File: config.mk
export PLATFORM = sky130hd
export DESIGN_NAME = lock_sequencer
export DESIGN_NICKNAME = d
export VERILOG_FILES = /design/src/rtl/lock_pkg.sv /design/src/rtl/lock_sequencer_buzzer_tone.sv /design/src/rtl/lock_sequencer.sv
export SDC_FILE = /design/constraint.sdc
export NUM_CORES = 1
export LEC_CHECK = 0
export ABC_AREA = 1
export BUFFER_PORTS_ARGS = -buffer_cell sky130_fd_sc_hd__buf_2
export CAP_MARGIN = 20
export CORE_AREA = 2 2 122 124
export DETAILED_ROUTE_END_ITERATION = 12
export DIE_AREA = 0 0 124 126
export PLACE_DENSITY = 0.5
export SYNTH_ARGS = -nofsm -noshare
export SYNTH_HDL_FRONTEND = slang
export SYNTH_SLANG_ARGS = --single-unit
File: constraint.sdc
create_clock -name clk -period 4.66 [get_ports clk]
set_clock_uncertainty 0.15 [all_clocks]
set_input_delay 0.466 -clock clk [delete_from_list [all_inputs] [get_ports clk]]
set_output_delay 0.466 -clock clk [all_outputs]
set_load 0.02 [all_outputs]
File: src/rtl/lock_pkg.sv
// Shared constants and state types for the keypad lock sequencer.
// Holds key codes, the blank/PASS display patterns and the FSM/tone enums.
package lock_pkg;

    localparam logic [3:0] KEY_ENTER    = 4'hA;
    localparam logic [3:0] KEY_CLEAR    = 4'hB;
    localparam logic [3:0] KEY_ADMIN    = 4'hC;
    localparam logic [3:0] BLANK_NIBBLE = 4'hF;

    // "ASS" glyph codes shown while unlocked
    localparam logic [11:0] PASS_GLYPH = {4'hA, 4'hB, 4'hC};

    typedef enum logic [2:0] {
        ST_ENTRY,
        ST_CHECK,
        ST_PASS,
        ST_FAIL,
        ST_LOCKED
    } lock_state_t;

    typedef enum logic [1:0] {
        TONE_IDLE,
        TONE_CLICK,
        TONE_ALARM
    } tone_mode_t;

endpackage

File: src/rtl/lock_sequencer_buzzer_tone.sv
// Buzzer arbiter: latches the highest-priority tone request, times its duration
// and divides clk down to a square wave. Alarm pre-empts click; clicks during an alarm are dropped.
module buzzer_tone
    import lock_pkg::*;
#(
    parameter int unsigned CLICK_CYCLES = 10_000_000,
    parameter int unsigned ALARM_CYCLES = 50_000_000,
    parameter int unsigned TONE_DIV     = 50_000
) (
    input  logic clk,
    input  logic rst,
    input  logic click_req,
    input  logic alarm_req,
    output logic buzzer
);

    localparam int unsigned MAX_DUR = (ALARM_CYCLES > CLICK_CYCLES) ? ALARM_CYCLES : CLICK_CYCLES;
    localparam int unsigned DUR_W   = $clog2(MAX_DUR + 1);
    localparam int unsigned DIV_W   = $clog2(TONE_DIV + 1);

    localparam logic [DUR_W-1:0] CLICK_LOAD = DUR_W'(CLICK_CYCLES - 1);
    localparam logic [DUR_W-1:0] ALARM_LOAD = DUR_W'(ALARM_CYCLES - 1);
    localparam logic [DIV_W-1:0] DIV_LAST   = DIV_W'(TONE_DIV - 1);

    tone_mode_t       mode_q, mode_d;
    logic [DUR_W-1:0] dur_q, dur_d;
    logic [DIV_W-1:0] div_q, div_d;
    logic             buzz_q, buzz_d;

    always_comb begin
        mode_d = mode_q;
        dur_d  = dur_q;
        div_d  = div_q;
        buzz_d = buzz_q;
        // A fresh request wins over a timer expiring in the same cycle
        if (alarm_req) begin
            mode_d = TONE_ALARM;
            dur_d  = ALARM_LOAD;
            div_d  = '0;
            buzz_d = 1'b1;
        end else if (click_req && (mode_q != TONE_ALARM)) begin
            mode_d = TONE_CLICK;
            dur_d  = CLICK_LOAD;
            div_d  = '0;
            buzz_d = 1'b1;
        end else if (mode_q != TONE_IDLE) begin
            if (dur_q == '0) begin
                mode_d = TONE_IDLE;
                div_d  = '0;
                buzz_d = 1'b0;
            end else begin
                dur_d = dur_q - DUR_W'(1);
                if (div_q == DIV_LAST) begin
                    div_d  = '0;
                    buzz_d = ~buzz_q;
                end else begin
                    div_d = div_q + DIV_W'(1);
                end
            end
        end
    end

    always_ff @(posedge clk) begin
        if (rst) begin
            mode_q <= TONE_IDLE;
            dur_q  <= '0;
            div_q  <= '0;
            buzz_q <= 1'b0;
        end else begin
            mode_q <= mode_d;
            dur_q  <= dur_d;
            div_q  <= div_d;
            buzz_q <= buzz_d;
        end
    end

    assign buzzer = buzz_q;

endmodule

File: src/rtl/lock_sequencer.sv
// Keypad lock sequencer: digit entry, password check, try counting, lockout and buzzer requests.
// Optional LOCKOUT_TIMER_EN adds a timed automatic exit from LOCKED.
module lock_sequencer
    import lock_pkg::*;
#(
    parameter int unsigned DIGITS       = 3,
    parameter int unsigned MAX_TRIES    = 6,
    parameter int unsigned CLICK_CYCLES = 10_000_000,
    parameter int unsigned ALARM_CYCLES = 50_000_000,
    parameter int unsigned TONE_DIV     = 50_000,
    parameter int unsigned LOCK_CYCLES  = 500_000_000
) (
    input  logic                  clk,
    input  logic                  rst,
    input  logic                  key_valid,
    input  logic [3:0]            key_code,
    input  logic [4*DIGITS-1:0]   pass_code,
    output logic [4*DIGITS-1:0]   disp,
    output logic                  unlocked,
    output logic                  locked,
    output logic [2:0]            tries,
    output logic                  buzzer
);

    localparam int unsigned W     = 4 * DIGITS;
    localparam int unsigned CNT_W = $clog2(DIGITS + 1);
    localparam logic [W-1:0] DISP_BLANK = {DIGITS{BLANK_NIBBLE}};

    lock_state_t      state_q, state_d;
    logic [CNT_W-1:0] count_q, count_d;
    logic [W-1:0]     disp_q, disp_d;
    logic [2:0]       tries_q, tries_d;
    logic             click_req, alarm_req;
    logic             lock_expired;

    logic is_digit, key_clear, key_enter, key_admin, entry_full;

    always_comb begin
        is_digit   = key_valid && (key_code <= 4'd9);
        key_clear  = key_valid && (key_code == KEY_CLEAR);
        key_enter  = key_valid && (key_code == KEY_ENTER);
        key_admin  = key_valid && (key_code == KEY_ADMIN);
        entry_full = (32'(count_q) >= DIGITS);
    end

`ifdef LOCKOUT_TIMER_EN
    localparam int unsigned LOCK_W = $clog2(LOCK_CYCLES + 1);
    logic [LOCK_W-1:0] lock_cnt_q, lock_cnt_d;

    always_comb begin
        lock_cnt_d   = (state_q == ST_LOCKED) ? lock_cnt_q + LOCK_W'(1) : '0;
        lock_expired = (state_q == ST_LOCKED) && (lock_cnt_q == LOCK_W'(LOCK_CYCLES - 1));
    end

    always_ff @(posedge clk) begin
        if (rst) lock_cnt_q <= '0;
        else     lock_cnt_q <= lock_cnt_d;
    end
`else
    always_comb lock_expired = 1'b0;
`endif

    always_comb begin
        state_d   = state_q;
        count_d   = count_q;
        disp_d    = disp_q;
        tries_d   = tries_q;
        click_req = 1'b0;
        alarm_req = 1'b0;
        case (state_q)
            ST_ENTRY: begin
                if (is_digit && !entry_full) begin
                    disp_d    = {disp_q[W-5:0], key_code};
                    count_d   = count_q + CNT_W'(1);
                    click_req = 1'b1;
                end else if (key_clear) begin
                    disp_d    = DISP_BLANK;
                    count_d   = '0;
                    click_req = 1'b1;
                end else if (key_enter && entry_full) begin
                    state_d   = ST_CHECK;
                    click_req = 1'b1;
                end else if (key_admin) begin
                    disp_d    = DISP_BLANK;
                    count_d   = '0;
                    tries_d   = '0;
                    click_req = 1'b1;
                end
            end
            ST_CHECK: begin
                if (disp_q == pass_code) begin
                    state_d = ST_PASS;
                    tries_d = '0;
                end else begin
                    // FAIL entry actions are applied here so they are visible in FAIL itself
                    state_d   = ST_FAIL;
                    tries_d   = (tries_q == 3'd7) ? tries_q : tries_q + 3'd1;
                    disp_d    = DISP_BLANK;
                    count_d   = '0;
                    alarm_req = 1'b1;
                end
            end
            ST_FAIL: begin
                state_d = (32'(tries_q) >= MAX_TRIES) ? ST_LOCKED : ST_ENTRY;
            end
            ST_PASS: begin
                if (key_clear || key_admin) begin
                    state_d   = ST_ENTRY;
                    disp_d    = DISP_BLANK;
                    count_d   = '0;
                    click_req = 1'b1;
                    if (key_admin) tries_d = '0;
                end
            end
            ST_LOCKED: begin
                if (key_admin || lock_expired) begin
                    state_d   = ST_ENTRY;
                    disp_d    = DISP_BLANK;
                    count_d   = '0;
                    tries_d   = '0;
                    click_req = key_admin;
                end
            end
            default: state_d = ST_ENTRY;
        endcase
    end

    always_ff @(posedge clk) begin
        if (rst) begin
            state_q <= ST_ENTRY;
            count_q <= '0;
            disp_q  <= DISP_BLANK;
            tries_q <= '0;
        end else begin
            state_q <= state_d;
            count_q <= count_d;
            disp_q  <= disp_d;
            tries_q <= tries_d;
        end
    end

    always_comb begin
        case (state_q)
            ST_PASS:   disp = W'(PASS_GLYPH);
            ST_LOCKED: disp = '0;
            default:   disp = disp_q;
        endcase
        unlocked = (state_q == ST_PASS);
        locked   = (state_q == ST_LOCKED);
        tries    = tries_q;
    end

    buzzer_tone #(
        .CLICK_CYCLES (CLICK_CYCLES),
        .ALARM_CYCLES (ALARM_CYCLES),
        .TONE_DIV     (TONE_DIV)
    ) u_buzzer_tone (
        .clk       (clk),
        .rst       (rst),
        .click_req (click_req),
        .alarm_req (alarm_req),
        .buzzer    (buzzer)
    );

endmodule
=== Word level (Yosys, flattened, before mapping) ===
Index checks and enable logic that the tools add are counted.

* Bits in registers: 65
* Input port bits: 19
* Output and inout bits: 18
* Logic and storage cells: 125

* Add/subtract/negate cells: 4
* Order comparisons: 3
* Equality and inequality tests: 22
* Mux-type cells: 54
* Bitwise gates (word level): 2
* Reduce and logical (&&, ||, !) cells: 29

{| class="wikitable"
|+ Operators with widths
! kind !! count
|-
| 26-bit two-way mux || 4
|-
| 12-bit two-way mux || 6
|-
| 12-bit one-hot mux with 4 select lines || 1
|-
| 3-bit two-way mux || 13
|-
| 16-bit two-way mux || 2
|-
| 26-bit zero test || 1
|-
| 26-bit by 1-bit subtractor with 26-bit output, second input constant || 1
|-
| 12-bit one-hot mux with 2 select lines || 1
|-
| 2-bit two-way mux || 10
|-
| 16-bit by 1-bit adder with 16-bit output, second input constant || 1
|-
| 16-bit == test, second input constant || 1
|-
| 3-bit one-hot mux with 5 select lines || 1
|-
| 1-bit two-way mux || 13
|-
| 12-bit == test || 1
|-
| 4-bit == test, second input constant || 3
|-
| 2-bit != test, second input constant || 6
|-
| 3-bit one-hot mux with 4 select lines || 1
|-
| 2-bit AND reduction || 6
|-
| 2-bit one-hot mux with 4 select lines || 1
|-
| 4-bit nonzero test || 2
|-
| 1-bit logical AND || 7
|-
| 3-bit by 2-bit == test with 1-bit output, second input constant || 2
|-
| 3-bit == test, second input constant || 2
|-
| 2-bit by 1-bit != test with 1-bit output, second input constant || 3
|-
| other kinds (21) || 25
|}

=== Logic depth before layout (Yosys ltp) ===
* Word-level depth: 10
* Gate-level depth with buffers: 14
* Gate-level depth less buffers: 13

=== Modules after synthesis ===
A second synthesis with hierarchy kept.

* Cells, all modules: 761
* Area total of the unflattened synthesis: 4624.4 um^2

{| class="wikitable"
|+ Modules (own cells, without submodules)
! module !! instances !! cells each !! area an instance (um^2) !! seq. area each (um^2)
|-
| buzzer_tone || 1 || 450 || 2778.9 || 900.9
|-
| lock_sequencer || 1 || 311 || 1845.5 || 400.4
|}

=== Worst setup path before layout ===
Ideal clock, no wire load.

* Kind: flip-flop to output port
* Start: register state_q[1]
* End: output port disp[0]
* Arrival: 1.428 ns
* Data required time: 4.044 ns
* Path slack: 2.616 ns
* Cell stages (with the launch flop): 9
* Path buffers: 2
* Cells stage by stage: dfxtp_1 -> inv_1 -> nand2_1 -> nor2_1 -> buf_2 -> inv_1 -> buf_2 -> nand2_1 -> nor2_1

* Cells in the longest elaborated chain, start to end: 2
* Elaborated cells on any way between the ends: 3
* Classes of those cells: 2 x eq/ne; 1 x mux

{| class="wikitable"
|+ Ends and longest elaborated chain
! what !! line !! RTL
|-
| start: declaration || lock_sequencer.sv:29 || <nowiki>lock_state_t state_q, state_d;</nowiki>
|-
| start signal: assignment || lock_sequencer.sv:135 || <nowiki>state_q <= state_d;</nowiki>
|-
| 3-bit == test || -- ||
|-
| net locked || lock_sequencer.sv:20 || <nowiki>output logic locked,</nowiki>
|-
| 12-bit one-hot mux with 2 select lines || lock_sequencer.sv:143 || <nowiki>case (state_q)</nowiki>
|-
| end: declaration || lock_sequencer.sv:18 || <nowiki>output logic [4*DIGITS-1:0] disp,</nowiki>
|}

The timed path passes the listed nets, and every way through them passes these cells.

=== Worst setup path after layout ===
* Start: register state_q[1]
* End: output port disp[10]

* Cells in the longest elaborated chain, start to end: 2
* Elaborated cells on any way between the ends: 3
* Classes of those cells: 2 x eq/ne; 1 x mux

{| class="wikitable"
|+ Ends and longest elaborated chain
! what !! line
|-
| 3-bit == test or 3-bit by 2-bit == test with 1-bit output (tied branches) || lock_sequencer.sv:143
|-
| 12-bit one-hot mux with 2 select lines (*) || lock_sequencer.sv:143
|}

Every way passes the cells marked *; elsewhere a longest branch is shown, timed or not.

==> summary.md <==
| Metric | Value |
|---|---|
| Gr ovfl total | `0` |
| Fin nets | `714` |
| Cell Pwr Density | `412 mW/mm2` |
| Critical-path cell list | `inv_1 > nand2_1 > nor2_1 > inv_1 > nand2_1 > nor2_1 > buf_2` |
| Synth Warn # | `0` |
| Max Fclk | `342 MHz` |
| Final period util | `62.7%` |
| Register area | `0.00130 mm2` |
| CTS tree | `yes` |
| Leakage | `2.12 nW` |
| Root Driver | `clkbuf_16` |
| Antenna violations before repair | `0` |
| Post-synth top area cell | `dfxtp_1` |
| Worst-path clk slew | `0.06 ns` |
| Outcome | `complete, no violations` |
| Post-synth design cell area | `0.00424 mm2` |
| Routed length per instance | `12.9 um` |
| Sink Count | `65` |
| CP Class | `reg -> out` |
| DRC errors left | `0` |
| Post-route ant nets | `0` |
| Worst min-delay path class | `reg -> reg` |
| Worst VDD drop | `182 uV` |
| Worst-margin pin slew | `0.868 ns` |
| Routed vias/inst | `4.86` |
| Max-cap violation count | `0` |
| Die Width | `124 um` |
| Global-route wire length before repair | `19000 um` |
| Register area share after synthesis | `30.7%` |
| Number of buffers created by CTS | `9` |
| DIE HEIGHT | `126 um` |
| Number of synthesized flops with an enable pin | `0` |
| Synth async-reset ratio | `0%` |
| Total die area | `0.0156 mm2` |
| Synth Instances | `663` |
| Vias in the first global route | `4108` |
| First-pass DRT Iterations | `4` |
| Tot Pwr | `0.00198 W` |
| # port buffers | `36` |
| Synth cell types | `45` |
| Final Slew Violations | `0` |
| Avg Inst Size Synth | `6.39 um2` |
| Starting density of the core | `29.6%` |
| Top cell type's share of synthesized area | `30.7%` |
| Placement Rows | `44` |
| Initial DRC Count | `242` |
| Crit Path Max Fanout | `12` |
| Pin count of the biggest net entering global routing | `39` |
| Cts repair resizes | `0` |
| Fillers | `1577` |
| Core ar. | `0.0143 mm2` |
| Boundary Pins | `37` |
| Max incr delay on CP | `0.58 ns` |
| Final std cells w/o fill | `879` |
| GPL Wtd Cong | `0.880` |
| Final hold violations | `0` |
| H-tree levels | `3` |
| Post-Place Cells | `863` |
| Total Wirelength | `11300 um` |
| Hold Buf Count CTS | `0` |
| Ys flop type | `dfxtp_1` |
| Startpoint Class | `flip-flop` |
| Worst skew pair latency | `0.34 ns` |
| Area of the multi-input gates | `0.00249 mm2` |
| Post-Route Setup TNS | `0 ns` |
| Min Hold Slack | `0.313 ns` |
| Synthesized net count | `687` |
| Unrepaired setup endpoints after global routing | `no` |
| Relative slew slack | `42.1%` |
| Fin crit period | `2.92 ns` |
| Hold path depth | `2` |
| Post-CTS Setup Repair Bufs | `0` |
| #FFs+latches synth | `65` |
| Diode count | `0` |
| Post-DP HPWL | `8210 um` |
| FF-to-FF path depth | `11` |
| Share of cells above drive strength 1 | `13.4%` |
| # setup viols final | `0` |
| DR vias | `4274` |
| Layout area overhead | `13.6%` |
| WP data required | `4.04 ns` |
| CP Capture Type | `output port` |
| Bufs on Longest Clock Path | `2` |
| Overall Global Routing Usage | `15.1%` |
| Crit path DAT | `2.31 ns` |
| Slowest cell on the critical path | `nor2_1` |
| Largest cells by area after synthesis | `dfxtp_1, nand2_1, nor2_1` |
[sequential cells by signal (all words and copies together) (netlist names)]
name,cells
disp_q,12
state_q,3
u_buzzer_tone.buzzer,1
u_buzzer_tone.dur_q,26
u_buzzer_tone.mode_q,2
u_buzzer_tone.div_q,16
count_q,2
tries,3
[layout by cell type (no fill, tap or decap), types with 2 or more instances in the layout]
cell       instances
o211ai_1           2
o22ai_1            3
clkbuf_1           3
or2_2              2
a22oi_1            2
o21ai_1            7
inv_2             11
nand2_2            2
nand3_2            4
xor2_1             9
nor3_1            20
o21ai_0           43
nand4_1           10
nor2_2             7
a21oi_2            5
dfxtp_1           65
buf_2             36
inv_4              2
nand2_1          149
inv_1             70
xnor2_1           10
a21oi_1           59
a31oi_1            6
clkbuf_16          9
nor2_1            86
ha_1               5
o21bai_1           3
nand3_1           42
clkinv_2           2
nand2_4            4
[synthesized netlist by cell type, types with 7 or more instances]
library cell / n
a21oi_1: 59
clkbuf_1: 7
dfxtp_1: 65
inv_1: 70
inv_2: 11
nand2_1: 149
nand3_1: 42
nand4_1: 10
nor2_1: 86
nor2_2: 7
nor3_1: 20
o21ai_0: 43
o21ai_1: 7
xnor2_1: 10
xor2_1: 9
[through the flow]
| step | setup slack (ns) | cell area [um2] | utilization, % |
|---|---|---|---|
| 6_report | 1.74 | 4810 | 33.6 |
| 3_3_place_gp | 1.97 | 4520 | 31.6 |
| 2_1_floorplan | 2.62 | 4240 | - |
| 5_1_grt | 1.58 | 4810 | 33.6 |
| 4_1_cts | 1.76 | 4810 | 33.6 |
| 3_5_place_dp | 1.84 | 4520 | 31.6 |
[final timing paths]
kind	start	endpoint	slack, ns
worst max-delay path	state_q[1]	disp[10]	1.74
worst min-delay path	count_q[0]	count_q[0]	0.31
worst min register to register	count_q[0]	count_q[0]	0.31
worst max register to register	u_buzzer_tone.dur_q[0]	u_buzzer_tone.div_q[5]	2.06
[layout make-up]
class,instances,area share (%)
multi-input combinational,494,51.7
sequential,65,27.0
inverter,83,6.58
clock buffer,13,5.20
tap,184,4.78
timing repair buffer,37,3.90
clock inverter,3,0.832
[worst max-delay path, delay by kind of cell (launching register included)]
family / cells / cell delay (ns)
buffers and inverters: 3 / 0.63
DFF: 1 / 0.33
and+or+nand+nor: 4 / 1.01
[power breakdown]
group	switching, W	internal [W]
Combinational	0.000426	0.000200
Clock	0.000244	0.000427
Sequential	0.0000633	0.000622
[cell families (layout without fill, tap and decap cells)]
kind of cell             count (synthesis)  in the layout  share of synthesized area, %
buffers and inverters                  104            136                          10.6
AO/OA/AOI/OAI                          135            135                          17.7
XOR/XNOR                                19             19                          3.93
AND/OR/NAND/NOR                        335            335                          35.5
flip-flops                              65             65                          30.7
adder cells (fa/ha/maj)                  5              5                          1.48
[metal layers]
| layer | global-route usage [%] | part of all wire, % | vias up |
|---|---|---|---|
| li1 | - | - | 2218 |
| met1 | 18.8 | 47 | 1958 |
| met2 | 25.1 | 47 | 88 |
| met3 | 2.76 | 4.2 | 10 |
| met4 | 7.20 | 1.7 | 0 |
| met5 | 0 | 0 | - |
Power figures use the tool's default switching activity.
